File: config.mk
export PLATFORM = sky130hd
export DESIGN_NAME = fifo_ctrl_dual_pop_flat
export DESIGN_NICKNAME = d
export VERILOG_FILES = /design/src/rtl/fifo_ctrl_dual_pop_pkg.sv /design/src/rtl/fifo_ctrl_dual_pop_if.sv /design/src/rtl/fifo_ctrl_dual_pop.sv /design/src/flat_wrapper.sv
export SDC_FILE = /design/constraint.sdc
export NUM_CORES = 1
export LEC_CHECK = 0
export ABC_AREA = 1
export ABC_CLOCK_PERIOD_IN_PS = 2650
export BUFFER_PORTS_ARGS = -buffer_cell sky130_fd_sc_hd__buf_2
export CAP_MARGIN = 10
export CORE_MARGIN = 1
export CORE_UTILIZATION = 53
export CTS_BUF_LIST = sky130_fd_sc_hd__clkbuf_2 sky130_fd_sc_hd__clkbuf_4 sky130_fd_sc_hd__clkbuf_8
export DETAILED_ROUTE_END_ITERATION = 10
export PLACE_DENSITY = 0.79
export SETUP_SLACK_MARGIN = 0.3
export SKIP_CTS_REPAIR_TIMING = 1
export SLEW_MARGIN = 20
export SYNTH_ARGS = -nofsm -noshare
export SYNTH_HDL_FRONTEND = slang
export SYNTH_SLANG_ARGS = --single-unit
export TNS_END_PERCENT = 10
File: constraint.sdc
create_clock -name clk -period 2.65 [get_ports clk]
set_input_delay 0.53 -clock clk [delete_from_list [all_inputs] [get_ports clk]]
set_output_delay 0.53 -clock clk [all_outputs]
set_load 0.005 [all_outputs]
File: src/rtl/fifo_ctrl_dual_pop_pkg.sv
// Shared constants for the dual-pop FIFO pointer controller: pop encodings
// and the depth helper used by the controller and its wrapper.
package fifo_ctrl_dual_pop_pkg;

  // Number of words the consumer retires in a cycle; the fourth code is illegal.
  typedef enum logic [1:0] {
    POP_NONE = 2'd0,
    POP_ONE  = 2'd1,
    POP_TWO  = 2'd2,
    POP_BAD  = 2'd3
  } pop_e;

  localparam int unsigned DEFAULT_ADDR_WIDTH = 3;

  function automatic int unsigned depth_of(input int unsigned addr_width);
    return 32'd1 << addr_width;
  endfunction

endpackage : fifo_ctrl_dual_pop_pkg

File: src/rtl/fifo_ctrl_dual_pop_if.sv
// Handshake and RAM-address bundle between the dual-pop FIFO controller
// and its producer/consumer side (master) and the controller itself (slave).
interface fifo_ctrl_dual_pop_if #(
  parameter int ADDR_WIDTH = 3
);

  logic                  push;
  logic [1:0]            pop;
  logic                  clr_err;
  logic                  we;
  logic [ADDR_WIDTH-1:0] w_addr;
  logic [ADDR_WIDTH-1:0] r_addr0;
  logic [ADDR_WIDTH-1:0] r_addr1;
  logic [ADDR_WIDTH:0]   count;
  logic                  empty;
  logic                  full;
  logic                  has_two;
  logic                  overflow;
  logic                  underflow;

  modport master (
    output push, pop, clr_err,
    input  we, w_addr, r_addr0, r_addr1, count,
    input  empty, full, has_two, overflow, underflow
  );

  modport slave (
    input  push, pop, clr_err,
    output we, w_addr, r_addr0, r_addr1, count,
    output empty, full, has_two, overflow, underflow
  );

endinterface : fifo_ctrl_dual_pop_if

File: src/rtl/fifo_ctrl_dual_pop.sv
// Pointer/occupancy controller for a circular FIFO on a 1-write/2-read RAM.
// Read port 0 addresses the head word, read port 1 the word after it.
module fifo_ctrl_dual_pop
  import fifo_ctrl_dual_pop_pkg::*;
#(
  parameter int ADDR_WIDTH = 3
) (
  input  logic                clk,
  input  logic                reset,
  fifo_ctrl_dual_pop_if.slave bus
);

  localparam int unsigned         DEPTH     = depth_of(ADDR_WIDTH);
  localparam logic [ADDR_WIDTH:0] DEPTH_CNT = (ADDR_WIDTH + 1)'(DEPTH);
  localparam logic [ADDR_WIDTH:0] CNT_ONE   = (ADDR_WIDTH + 1)'(1);
  localparam logic [ADDR_WIDTH:0] CNT_TWO   = (ADDR_WIDTH + 1)'(2);
  localparam logic [ADDR_WIDTH-1:0] PTR_ONE = ADDR_WIDTH'(1);

  logic [ADDR_WIDTH-1:0] tail_q, head_q, head_p1_q;
  logic [ADDR_WIDTH:0]   count_q;
  logic                  overflow_q, underflow_q;

  logic                  full, push_ok, push_rej, pop_rej;
  logic [ADDR_WIDTH:0]   pop_n;
  logic [ADDR_WIDTH-1:0] pop_step;
  logic [ADDR_WIDTH:0]   count_d;

  // Status is a pure function of the stored count, never of this cycle's inputs.
  assign full     = (count_q == DEPTH_CNT);
  assign push_ok  = bus.push & ~full;
  assign push_rej = bus.push & full;

  // NOTE: every always_comb output gets a default before any branch so that
  // no path leaves it unassigned, which would otherwise infer a latch.
  always_comb begin
    pop_n   = '0;
    pop_rej = 1'b0;
    case (bus.pop)
      POP_NONE: pop_n = '0;
      POP_ONE: begin
        if (count_q >= CNT_ONE) pop_n   = CNT_ONE;
        else                    pop_rej = 1'b1;
      end
      POP_TWO: begin
        if (count_q >= CNT_TWO) pop_n   = CNT_TWO;
        else                    pop_rej = 1'b1;
      end
      default: pop_rej = 1'b1;
    endcase
  end

  assign pop_step = pop_n[ADDR_WIDTH-1:0];
  assign count_d  = count_q + {{ADDR_WIDTH{1'b0}}, push_ok} - pop_n;

  // NOTE: state registers use non-blocking assignments so every register
  // samples the pre-edge values regardless of statement order.
  always_ff @(posedge clk) begin
    if (reset) begin
      tail_q      <= '0;
      head_q      <= '0;
      head_p1_q   <= PTR_ONE;
      count_q     <= '0;
      overflow_q  <= 1'b0;
      underflow_q <= 1'b0;
    end else begin
      if (push_ok) tail_q <= tail_q + PTR_ONE;
      head_q    <= head_q + pop_step;
      head_p1_q <= head_p1_q + pop_step;
      count_q   <= count_d;

      // A new error in the same cycle as clr_err keeps the flag set.
      if (push_rej)         overflow_q <= 1'b1;
      else if (bus.clr_err) overflow_q <= 1'b0;

      if (pop_rej)          underflow_q <= 1'b1;
      else if (bus.clr_err) underflow_q <= 1'b0;
    end
  end

  assign bus.we        = push_ok;
  assign bus.w_addr    = tail_q;
  assign bus.r_addr0   = head_q;
  assign bus.r_addr1   = head_p1_q;
  assign bus.count     = count_q;
  assign bus.empty     = (count_q == '0);
  assign bus.full      = full;
  assign bus.has_two   = (count_q >= CNT_TWO);
  assign bus.overflow  = overflow_q;
  assign bus.underflow = underflow_q;

endmodule : fifo_ctrl_dual_pop

File: src/flat_wrapper.sv
// flat-port wrapper written by rule: the top's interface ports become plain ports
module fifo_ctrl_dual_pop_flat import fifo_ctrl_dual_pop_pkg::*;
#(
  parameter int ADDR_WIDTH = 3
)
  (clk, reset, bus_push, bus_pop, bus_clr_err, bus_we, bus_w_addr, bus_r_addr0, bus_r_addr1, bus_count, bus_empty, bus_full, bus_has_two, bus_overflow, bus_underflow);
  fifo_ctrl_dual_pop_if #(.ADDR_WIDTH(ADDR_WIDTH)) bus_i ();
  input  logic clk;
  input  logic reset;
  input wire logic [$bits(bus_i.push)-1:0] bus_push;
  input wire logic [$bits(bus_i.pop)-1:0] bus_pop;
  input wire logic [$bits(bus_i.clr_err)-1:0] bus_clr_err;
  output wire logic [$bits(bus_i.we)-1:0] bus_we;
  output wire logic [$bits(bus_i.w_addr)-1:0] bus_w_addr;
  output wire logic [$bits(bus_i.r_addr0)-1:0] bus_r_addr0;
  output wire logic [$bits(bus_i.r_addr1)-1:0] bus_r_addr1;
  output wire logic [$bits(bus_i.count)-1:0] bus_count;
  output wire logic [$bits(bus_i.empty)-1:0] bus_empty;
  output wire logic [$bits(bus_i.full)-1:0] bus_full;
  output wire logic [$bits(bus_i.has_two)-1:0] bus_has_two;
  output wire logic [$bits(bus_i.overflow)-1:0] bus_overflow;
  output wire logic [$bits(bus_i.underflow)-1:0] bus_underflow;
  assign bus_i.push = bus_push;
  assign bus_i.pop = bus_pop;
  assign bus_i.clr_err = bus_clr_err;
  assign bus_we = bus_i.we;
  assign bus_w_addr = bus_i.w_addr;
  assign bus_r_addr0 = bus_i.r_addr0;
  assign bus_r_addr1 = bus_i.r_addr1;
  assign bus_count = bus_i.count;
  assign bus_empty = bus_i.empty;
  assign bus_full = bus_i.full;
  assign bus_has_two = bus_i.has_two;
  assign bus_overflow = bus_i.overflow;
  assign bus_underflow = bus_i.underflow;
  fifo_ctrl_dual_pop #(.ADDR_WIDTH(ADDR_WIDTH)) u_core (.clk(clk), .reset(reset), .bus(bus_i));
endmodule
[Word-level counts from Yosys, hierarchy flattened]
Index checks and enable logic that the tools add are counted.
Cells by class
  eq/ne operators: 3
  reduce and logical (&&, ||, !) cells: 4
  shift operators: 0
  add/subtract/negate cells: 5
  muxes and demuxes: 9
  div/mod/pow operators: 0
  bitwise gates (word level): 3
  magnitude comparators: 2
  multipliers: 0
Operators with widths (count)
  4-bit case mux with 2 select lines: 1
  3-bit adder: 2
  1-bit 2-to-1 mux: 6
  4-bit by 1-bit adder with 4-bit output: 1
  4-bit equality test (second input constant): 1
  4-bit by 1-bit greater-or-equal comparator with 1-bit output (second input constant): 1
  4-bit by 2-bit greater-or-equal comparator with 1-bit output (second input constant): 1
  4-bit zero test: 1
  2-bit nonzero test: 2
  4-bit subtractor: 1
  3-bit by 1-bit adder with 3-bit output (second input constant): 1
  1-bit case mux with 3 select lines: 1
  1-bit bitwise AND: 2
  2-bit by 1-bit equality test with 1-bit output (second input constant): 1
  2-bit equality test (second input constant): 1
  2-bit zero test: 1
  2-bit 2-to-1 mux: 1
  1-bit NOT: 1
Storage, ports and cells
  latch bits: 0
  bits in writable memories: 0
  bits in read-only memories: 0
  memories: 0
  flip-flop bits (word level): 15

[Depth between registers and ports, before layout]
Gate-level depths: netlist (run 1).
  depth after elaboration: 5
  mapped depth: 13

[Worst setup path before layout (run 1)]
Ideal clock, no wire load.
  path type: input to register
  from: in bus_pop[1]
  to: reg u_core.count_q[2], in the netlist u_core.bus.count[2]
  buffers on the path: 0
  stages: 10
  setup slack: 0.481 ns
  arrival: 2.051 ns
  cells stage by stage: inv_1 > ha_1 > a21boi_0 > ha_1 > inv_1 > ha_1 > inv_1 > fa_1 > xor2_1 > nor2_1
Between the ends
  cells in the longest elaborated chain, start to end: 3
  elaborated cells between the ends (all ways): 4
  classes of those cells: add/sub (1); eq/ne (2); mux (1)
Ends and longest elaborated chain
  from (decl): line flat_wrapper.sv:11  | input wire logic [$bits(bus_i.pop)-1:0] bus_pop;
  2-bit equality test or 2-bit by 1-bit equality test with 1-bit output (tied branches): line fifo_ctrl_dual_pop.sv:38  | case (bus.pop)
  4-bit case mux with 2 select lines (*): line fifo_ctrl_dual_pop.sv:38
  4-bit subtractor (*): line fifo_ctrl_dual_pop.sv:53  | assign count_d = count_q + {{ADDR_WIDTH{1'b0}}, push_ok} - pop_n;
  to (signal assigned): line fifo_ctrl_dual_pop.sv:69  | count_q <= count_d;
  to (decl): line fifo_ctrl_dual_pop.sv:20  | logic [ADDR_WIDTH:0] count_q;
Mark *: on every way between the ends. The rest lies on a longest branch, timed or not.
A chain may end at the register's enable or synchronous reset.

[Worst setup path in the final report (run 1)]
  from: reg u_core.count_q[2], in the netlist u_core.bus.count[2]
  to: reg u_core.count_q[2], in the netlist u_core.bus.count[2]
Between the ends
  cells in the longest elaborated chain, start to end: 5
  elaborated cells between the ends (all ways): 10
  classes of those cells: add/sub (2); order compare (2); eq/ne (1); mux (3); bitwise (2)
Ends and longest elaborated chain
  4-bit equality test: line fifo_ctrl_dual_pop.sv:29  | assign full = (count_q == DEPTH_CNT);
  1-bit NOT: line fifo_ctrl_dual_pop.sv:30  | assign push_ok = bus.push & ~full;
  1-bit bitwise AND: line fifo_ctrl_dual_pop.sv:30
  4-bit by 1-bit adder with 4-bit output: line fifo_ctrl_dual_pop.sv:53
  4-bit subtractor (*): line fifo_ctrl_dual_pop.sv:53
Marked as above.

==> results of run 1 <==
## per-layer routing
layer  global-route usage [%]  share of wire, %  vias to the layer above
met2                     34.8                49                       19
met5                        0                 0                        -
met3                     3.83               3.9                        5
met4                     9.09               2.0                        0
met1                     23.0                45                      316
li1                         -                 -                      383
## logic make-up after synthesis
| logic type | after synthesis |
|---|---|
| xor gates and xnor gates | 3 |
| buffers and inverters | 26 |
| and+or+nand+nor | 43 |
| DFF | 15 |
| adders and majority gates | 17 |
| AOI/OAI and AO/OA | 6 |
## sequential cells by signal, summed over array words and instances (netlist names)
register / count
u_core.bus.overflow: 1
u_core.bus.r_addr0: 3
u_core.bus.r_addr1: 3
u_core.bus.count: 4
u_core.bus.w_addr: 3
u_core.bus.underflow: 1
## worst paths after layout
path                                      from                                end  slack [ns]  cells past startpoint
max             u_core.bus.count[2]$_SDFF_PP0_     u_core.bus.count[2]$_SDFF_PP0_        0.54                     13
min reg2reg  u_core.bus.w_addr[2]$_SDFFE_PP0P_  u_core.bus.w_addr[2]$_SDFFE_PP0P_        0.51                      2
min          u_core.bus.w_addr[2]$_SDFFE_PP0P_  u_core.bus.w_addr[2]$_SDFFE_PP0P_        0.51                      2
max reg2reg     u_core.bus.count[2]$_SDFF_PP0_     u_core.bus.count[2]$_SDFF_PP0_        0.54                     13
## cells in the mapped netlist
cell type and n:
nand3_1 5, or2_2 1, nor2_1 17, a21boi_0 1
inv_1 23, nand3b_1 1, nand2_4 2, dfxtp_1 15
nand2_1 16, a21oi_2 2, fa_1 3, inv_2 2
xor2_1 3, a21oi_1 3, ha_1 14, buf_2 1
nor2_2 1
## metrics by stage
stage	hold slack [ns]	total power [mW]	cells
after detailed placement	0.490	0.832	150
after global routing	0.538	1.07	154
after CTS	0.509	0.963	154
final	0.506	0.960	154
after global placement	0.472	0.808	150
after floorplan	0.472	0.664	110
## placed cells by master, fill, tap and decap left out
cell type and count:
buf_2 24, inv_1 23, nor2_1 17, nand2_1 16
dfxtp_1 15, ha_1 14, nand3_1 5, a21oi_1 3
xor2_1 3, fa_1 3, clkbuf_4 3, nand2_4 2
inv_2 2, a21oi_2 2, nor2_2 1, a21boi_2 1
or2_2 1, nand3b_1 1, clkinv_2 1, buf_4 1
## area by class of cell
cell class	count	area (sq um)
clock buffers	3	22.5
clock inverters	1	5.00
fillers	133	475
inverters	25	93.8
multi-input cells	69	497
flip-flops and latches	15	300
well taps	16	20.0
repair buffers	25	128
## critical path: cells and delay by family (launching register included)
| kind | cells | cell delay (ns) |
|---|---|---|
| AO/OA/AOI/OAI | 1 | 0.07 |
| XOR/XNOR | 1 | 0.13 |
| flip-flops | 1 | 0.35 |
| AND/OR/NAND/NOR | 3 | 0.21 |
| buffers and inverters | 4 | 0.25 |
| adder cells (fa/ha/maj) | 4 | 0.98 |
## power by group
| group | switching [mW] | total [mW] | internal (mW) |
|---|---|---|---|
| clock network | 0.0780 | 0.134 | 0.0562 |
| registers | 0.0448 | 0.329 | 0.284 |
| logic | 0.273 | 0.496 | 0.223 |
==> run_results.csv, run 1 <==
group,metric,value,unit
status,status,"complete, no violations",
placed_design,port_buffers,24,
logic_synthesis,synth_top_family_by_area,"adder cells",
logic_synthesis,yosysTopAreaCellShare,33.7,%
placed_design,postPlaceCellArea,1030,sq um
routing,vias,723,
final_layout,drive_gt1_share,27.5,%
cts,cts-root-buf,"clkbuf_4",
worst_setup_path,cp-end-kind,"flip-flop",
cts,cts_max_path_buffers,2,
grt,grt_max_degree,14,
placed_design,preCtsSetupSlack,0.298,ns
timing,max-slew-margin-rel,83.8,%
worst_setup_path,cp_common_cell,"inv_1",
timing,fin_crit,2.11,ns
logic_synthesis,yosys_warnings,0,
final_layout,diodes,0,
final_layout,nets,162,
routing,post_drt_via_cell_ratio,4.69,
floorplan,die_y,43.0,microns
timing,hold_viol_final,0,
cts,cts_sinks,15,
min_path,hold_class,"reg2reg",
grt,first_global_vias,655,
floorplan,die_x,43.0,microns
logic_synthesis,yosys.area_share.xor_xnor,2.95,%
cts,htree_levels,1,
routing,drtPass1Iterations,2,
timing,setup_tns,0,ns
worst_setup_path,slowest_stage,"fa_1",
grt,grt_pass1_wl,2.66,mm
timing,worst_slack,0.538,ns
cts,cts_made_buffers,3,
routing,wl,1.57,mm
routing,drc,0,
logic_synthesis,syn-num-nets,133,
routing,ant_nets,0,
logic_synthesis,synth_compound_area_share,4.49,%
pwr,power_density,900,nW/um^2
grt,grt_antenna_before_repair,0,
logic_synthesis,ys_types,17,
cts,cts_tree,"yes",
timing,tightest_slew,0.244,ns
pwr,irDropWorstVdd,0.502,mV
final_layout,area_delta_synth_final,19.5,%
worst_setup_path,critical_path.cell_chain,"inv_1 -> ha_1 -> inv_1 -> nand2_1 -> nand2_1 -> a21boi_2 -> ha_1 -> inv_1 -> ha_1 -> inv_1 -> fa_1 -> xor2_1 -> nor2_1",
job,maxCapViolCount,0,
worst_setup_path,required,2.83,ns
final_layout,utilization,69.2,%
worst_setup_path,critPathKind,"reg2reg",
timing,fin_skew,0.00331,ns
timing,max_freq,473,MHz
grt,grt_overflow_total,0,
logic_synthesis,synth.avg_cell_area,8.11,sq um
timing,rsz0062_at_grt,"no",
floorplan,rows,14,
floorplan,boundaryPins,25,
worst_setup_path,worstSetupStartpointType,"flip-flop",
worst_setup_path,cp_data_arrival_time,2.29,ns
placed_design,hpwl,1.27,mm
floorplan,core,1540,sq um
worst_setup_path,crit_path_max_incr_delay,0.37,ns
logic_synthesis,synth.area.mux_share,0,%
final_layout,fin_area,1070,sq um
logic_synthesis,synth_seq_cells,15,
routing,drtIter0Drc,7,
routing,post_drt_wl_per_cell,10.2,microns
logic_synthesis,synthCells,110,
placed_design,gp_congestion,0.741,
cts,clk_pin_slew,0.09,ns
logic_synthesis,syn-cell-area,892,sq um
logic_synthesis,synth_adder_area_share,26.4,%
cts,clock_latency,0.29,ns
timing,final-setup-viol-count,0,
timing,maxSlewViolCount,0,
floorplan,dieArea,1850,sq um
grt,gr-usage-all-layers,19.8,%
logic_synthesis,synth_top_cell_by_area,"dfxtp_1",
logic_synthesis,synth.area.top_cells,"dfxtp_1, ha_1, inv_1, nor2_1, fa_1",
pwr,p_leak,0.577,nW
floorplan,initial_utilization,57.9,%
timing,fin_crit_sh,79.7,%
worst_setup_path,crit_fanout,4,
logic_synthesis,synth-simple-area-share,21.5,%
logic_synthesis,yosysSeqAreaShare,33.7,%
Power figures use the tool's default switching activity.
==> run 2: changes to the inputs <==
--- a/config.mk
+++ b/config.mk
@@ -5,15 +5,15 @@
 export SDC_FILE = /design/constraint.sdc
 export NUM_CORES = 1
 export LEC_CHECK = 0
-export ABC_AREA = 1
-export ABC_CLOCK_PERIOD_IN_PS = 2650
+export ABC_AREA = 0
+export ABC_CLOCK_PERIOD_IN_PS = 1700
 export BUFFER_PORTS_ARGS = -buffer_cell sky130_fd_sc_hd__buf_2
 export CAP_MARGIN = 10
 export CORE_MARGIN = 1
-export CORE_UTILIZATION = 53
+export CORE_UTILIZATION = 47
 export CTS_BUF_LIST = sky130_fd_sc_hd__clkbuf_2 sky130_fd_sc_hd__clkbuf_4 sky130_fd_sc_hd__clkbuf_8
 export DETAILED_ROUTE_END_ITERATION = 10
-export PLACE_DENSITY = 0.79
+export PLACE_DENSITY = 0.74
 export SETUP_SLACK_MARGIN = 0.3
 export SKIP_CTS_REPAIR_TIMING = 1
 export SLEW_MARGIN = 20
==> constraint.sdc (replaced) <==
create_clock -name clk -period 1.7 [get_ports clk]
set_input_delay 0.34 -clock clk [delete_from_list [all_inputs] [get_ports clk]]
set_output_delay 0.34 -clock clk [all_outputs]
set_load 0.005 [all_outputs]
==> run 2 against run 1 <==
Via count is 0.55% higher. Critical path depth is 2 lower. Maximum frequency is 4.5% higher. Synthesized cell count is 19% lower. Worst hold slack worse by 0.11 ns. Critical path type unchanged. Register-to-register slack worse by 0.86 ns. Clock power is 52% higher. Final cell count is 1.9% higher. The flow now finishes with violations (negative setup slack).
==> run_results.csv, run 2 <==
group,metric,value,unit
status,status,"finished, violations left",
status,violations,"negative setup slack",
routing,ant_nets,0,
routing,vias,727,
routing,drtIter0Drc,1,
cts,cts_made_buffers,3,
logic_synthesis,yosysTopAreaCellShare,34.6,%
routing,post_drt_via_cell_ratio,4.63,
cts,clk_pin_slew,0.10,ns
grt,grt_antenna_before_repair,0,
worst_setup_path,slowest_stage,"fa_2",
logic_synthesis,synth_adder_area_share,27.1,%
timing,final-setup-viol-count,8,
cts,htree_levels,1,
worst_setup_path,worstSetupStartpointType,"flip-flop",
floorplan,rows,15,
logic_synthesis,syn-num-nets,112,
cts,cts_max_path_buffers,2,
logic_synthesis,yosysMostFrequentCell,"dfxtp_1",
min_path,hold_class,"in2reg",
timing,whs,0.399,ns
floorplan,initial_utilization,50.2,%
timing,fin_crit_sh,119,%
placed_design,gp_congestion,0.749,
logic_synthesis,synth.avg_cell_area,9.74,sq um
logic_synthesis,synthTopCellsByCount,"dfxtp_1, ha_1, inv_1",
routing,drc,0,
job,maxCapViolCount,0,
logic_synthesis,synth_compound_area_share,6.35,%
timing,rsz0062_at_grt,"yes",
worst_setup_path,cp_common_cell,"ha_4",
pwr,total_power,1.92,mW
grt,grt_pass1_wl,2.66,mm
cts,cts_sinks,15,
logic_synthesis,synth_seq_cells,15,
grt,grt_max_degree,19,
pwr,p_leak,0.603,nW
logic_synthesis,async_flop_share,0,%
floorplan,boundaryPins,25,
logic_synthesis,ys_types,26,
timing,maxSlewViolCount,0,
final_layout,fillCellCount,126,
pwr,power_density,1490,nW/um^2
worst_setup_path,path_delay_family,"adder cells",
worst_setup_path,crit_path_max_incr_delay,0.52,ns
floorplan,die_y,45.0,microns
logic_synthesis,synth_top_family_by_area,"adder cells",
final_layout,drive_gt1_share,54.5,%
timing,fin_skew,0.00385,ns
timing,max_freq,495,MHz
routing,drtPass1Iterations,3,
final_layout,layout_common_cells,"buf_2, buf_4, dfxtp_1, nor2_1, inv_1",
cts,cts-root-buf,"clkbuf_4",
logic_synthesis,synth_top_flop_cell,"dfxtp_1",
logic_synthesis,yosys_warnings,0,
final_layout,diodes,0,
timing,worst_slack,-0.321,ns
floorplan,die_x,45.0,microns
logic_synthesis,synthCells,89,
final_layout,layout_commonest_cell,"buf_2",
logic_synthesis,yosys.area_share.xor_xnor,3.03,%
placed_design,hpwl,1.40,mm
logic_synthesis,synth_edf_count,0,
logic_synthesis,yosysSeqAreaShare,34.6,%
final_layout,area_delta_synth_final,48.6,%
routing,wl,1.87,mm
grt,grt_overflow_total,0,
logic_synthesis,synth.area.top_cells,"dfxtp_1, ha_1, fa_1, inv_1, nor2_1",
worst_setup_path,crit_fanout,4,
worst_setup_path,cp_data_arrival_time,2.20,ns
logic_synthesis,syn-cell-area,867,sq um
timing,fin_crit,2.02,ns
final_layout,largest_register_ffs,4,
cts,cts_tree,"yes",
timing,max-slew-margin-rel,79.8,%
worst_setup_path,cp-end-kind,"flip-flop",
worst_setup_path,cp_num_buf_inv,4,
timing,tightest_slew,0.303,ns
routing,post_drt_wl_per_cell,11.9,microns
final_layout,nets,156,
logic_synthesis,synth-simple-area-share,17.7,%
cts,clock_latency,0.28,ns
floorplan,core,1730,sq um
grt,gr-usage-all-layers,18.2,%
pwr,irDropWorstVdd,1.22,mV
placed_design,port_buffers,24,
logic_synthesis,synth.area.mux_share,4.04,%
grt,first_global_vias,645,
floorplan,dieArea,2020,sq um
worst_setup_path,critPathKind,"reg2reg",
worst_setup_path,required,1.87,ns
timing,hold_viol_final,0,
worst_setup_path,critical_path.cell_chain,"inv_4 -> ha_4 -> nor3b_4 -> nor2b_4 -> inv_2 -> ha_4 -> inv_4 -> ha_4 -> inv_2 -> fa_2 -> nor2_1",
logic_synthesis,synth_top_cell_by_area,"dfxtp_1",
[run 2: cell count changes after synthesis, sizes merged, moves of 2 or more]
cell,delta
nor3b,+2
inv,-11
nand3,-3
nor2b,+4
nor2,-9
nand2b,+4
mux2i,+2
nand2,-17
[run 2: final cells by class]
class / instances / area (sq um) / share of cell area, %
inverters: 14 / 60.1 / 4.66
clock buffers: 3 / 22.5 / 1.75
repair buffers: 41 / 248 / 19.2
clock inverters: 1 / 5.00 / 0.388
multi-input cells: 58 / 616 / 47.8
flip-flops and latches: 15 / 307 / 23.8
well taps: 25 / 31.3 / 2.43
[run 2: where the power goes]
part / switching, mW / internal (mW) / total, mW
Sequential: 0.0969 / 0.454 / 0.551
Combinational: 0.509 / 0.654 / 1.16
Clock: 0.117 / 0.0872 / 0.204
Total: 0.723 / 1.20 / 1.92
[run 2: per-stage QoR]
| stage | cell area (sq um) | setup TNS (ns) | setup WS [ns] | util, % | std cells |
|---|---|---|---|---|---|
| after floorplan | 881 | -1.06 | -0.379 | - | 89 |
| after global placement | 1140 | -1.65 | -0.357 | 66.2 | 152 |
| after detailed placement | 1140 | -2.31 | -0.473 | 66.2 | 152 |
| after CTS | 1170 | -2.37 | -0.476 | 67.8 | 156 |
| after global routing | 1290 | -2.23 | -0.396 | 74.6 | 157 |
| final | 1290 | -1.45 | -0.321 | 74.6 | 157 |
[run 2: final timing paths]
path	start	endpoint	slack, ns	depth (start not counted)
hold reg to reg	u_core.bus.w_addr[1]$_SDFFE_PP0P_	u_core.bus.w_addr[1]$_SDFFE_PP0P_	0.50	2
setup reg to reg	u_core.bus.count[2]$_SDFF_PP0_	u_core.bus.count[1]$_SDFF_PP0_	-0.32	11
setup / recovery	u_core.bus.count[2]$_SDFF_PP0_	u_core.bus.count[1]$_SDFF_PP0_	-0.32	11
hold / removal	reset	u_core.bus.r_addr0[1]$_SDFF_PP0_	0.40	2
[run 2: kinds of logic after synthesis]
group	count (synthesis)
and+or+nand+nor	26
DFF	15
buffers and inverters	16
AOI/OAI and AO/OA	9
muxes	3
adders and majority gates	17
xor gates and xnor gates	3
[run 2: metal layers]
layer,global-route usage (%),wire (microns)
met3,3.20,63
met1,22.8,847
met2,30.7,932
met4,7.27,23
met5,0,0
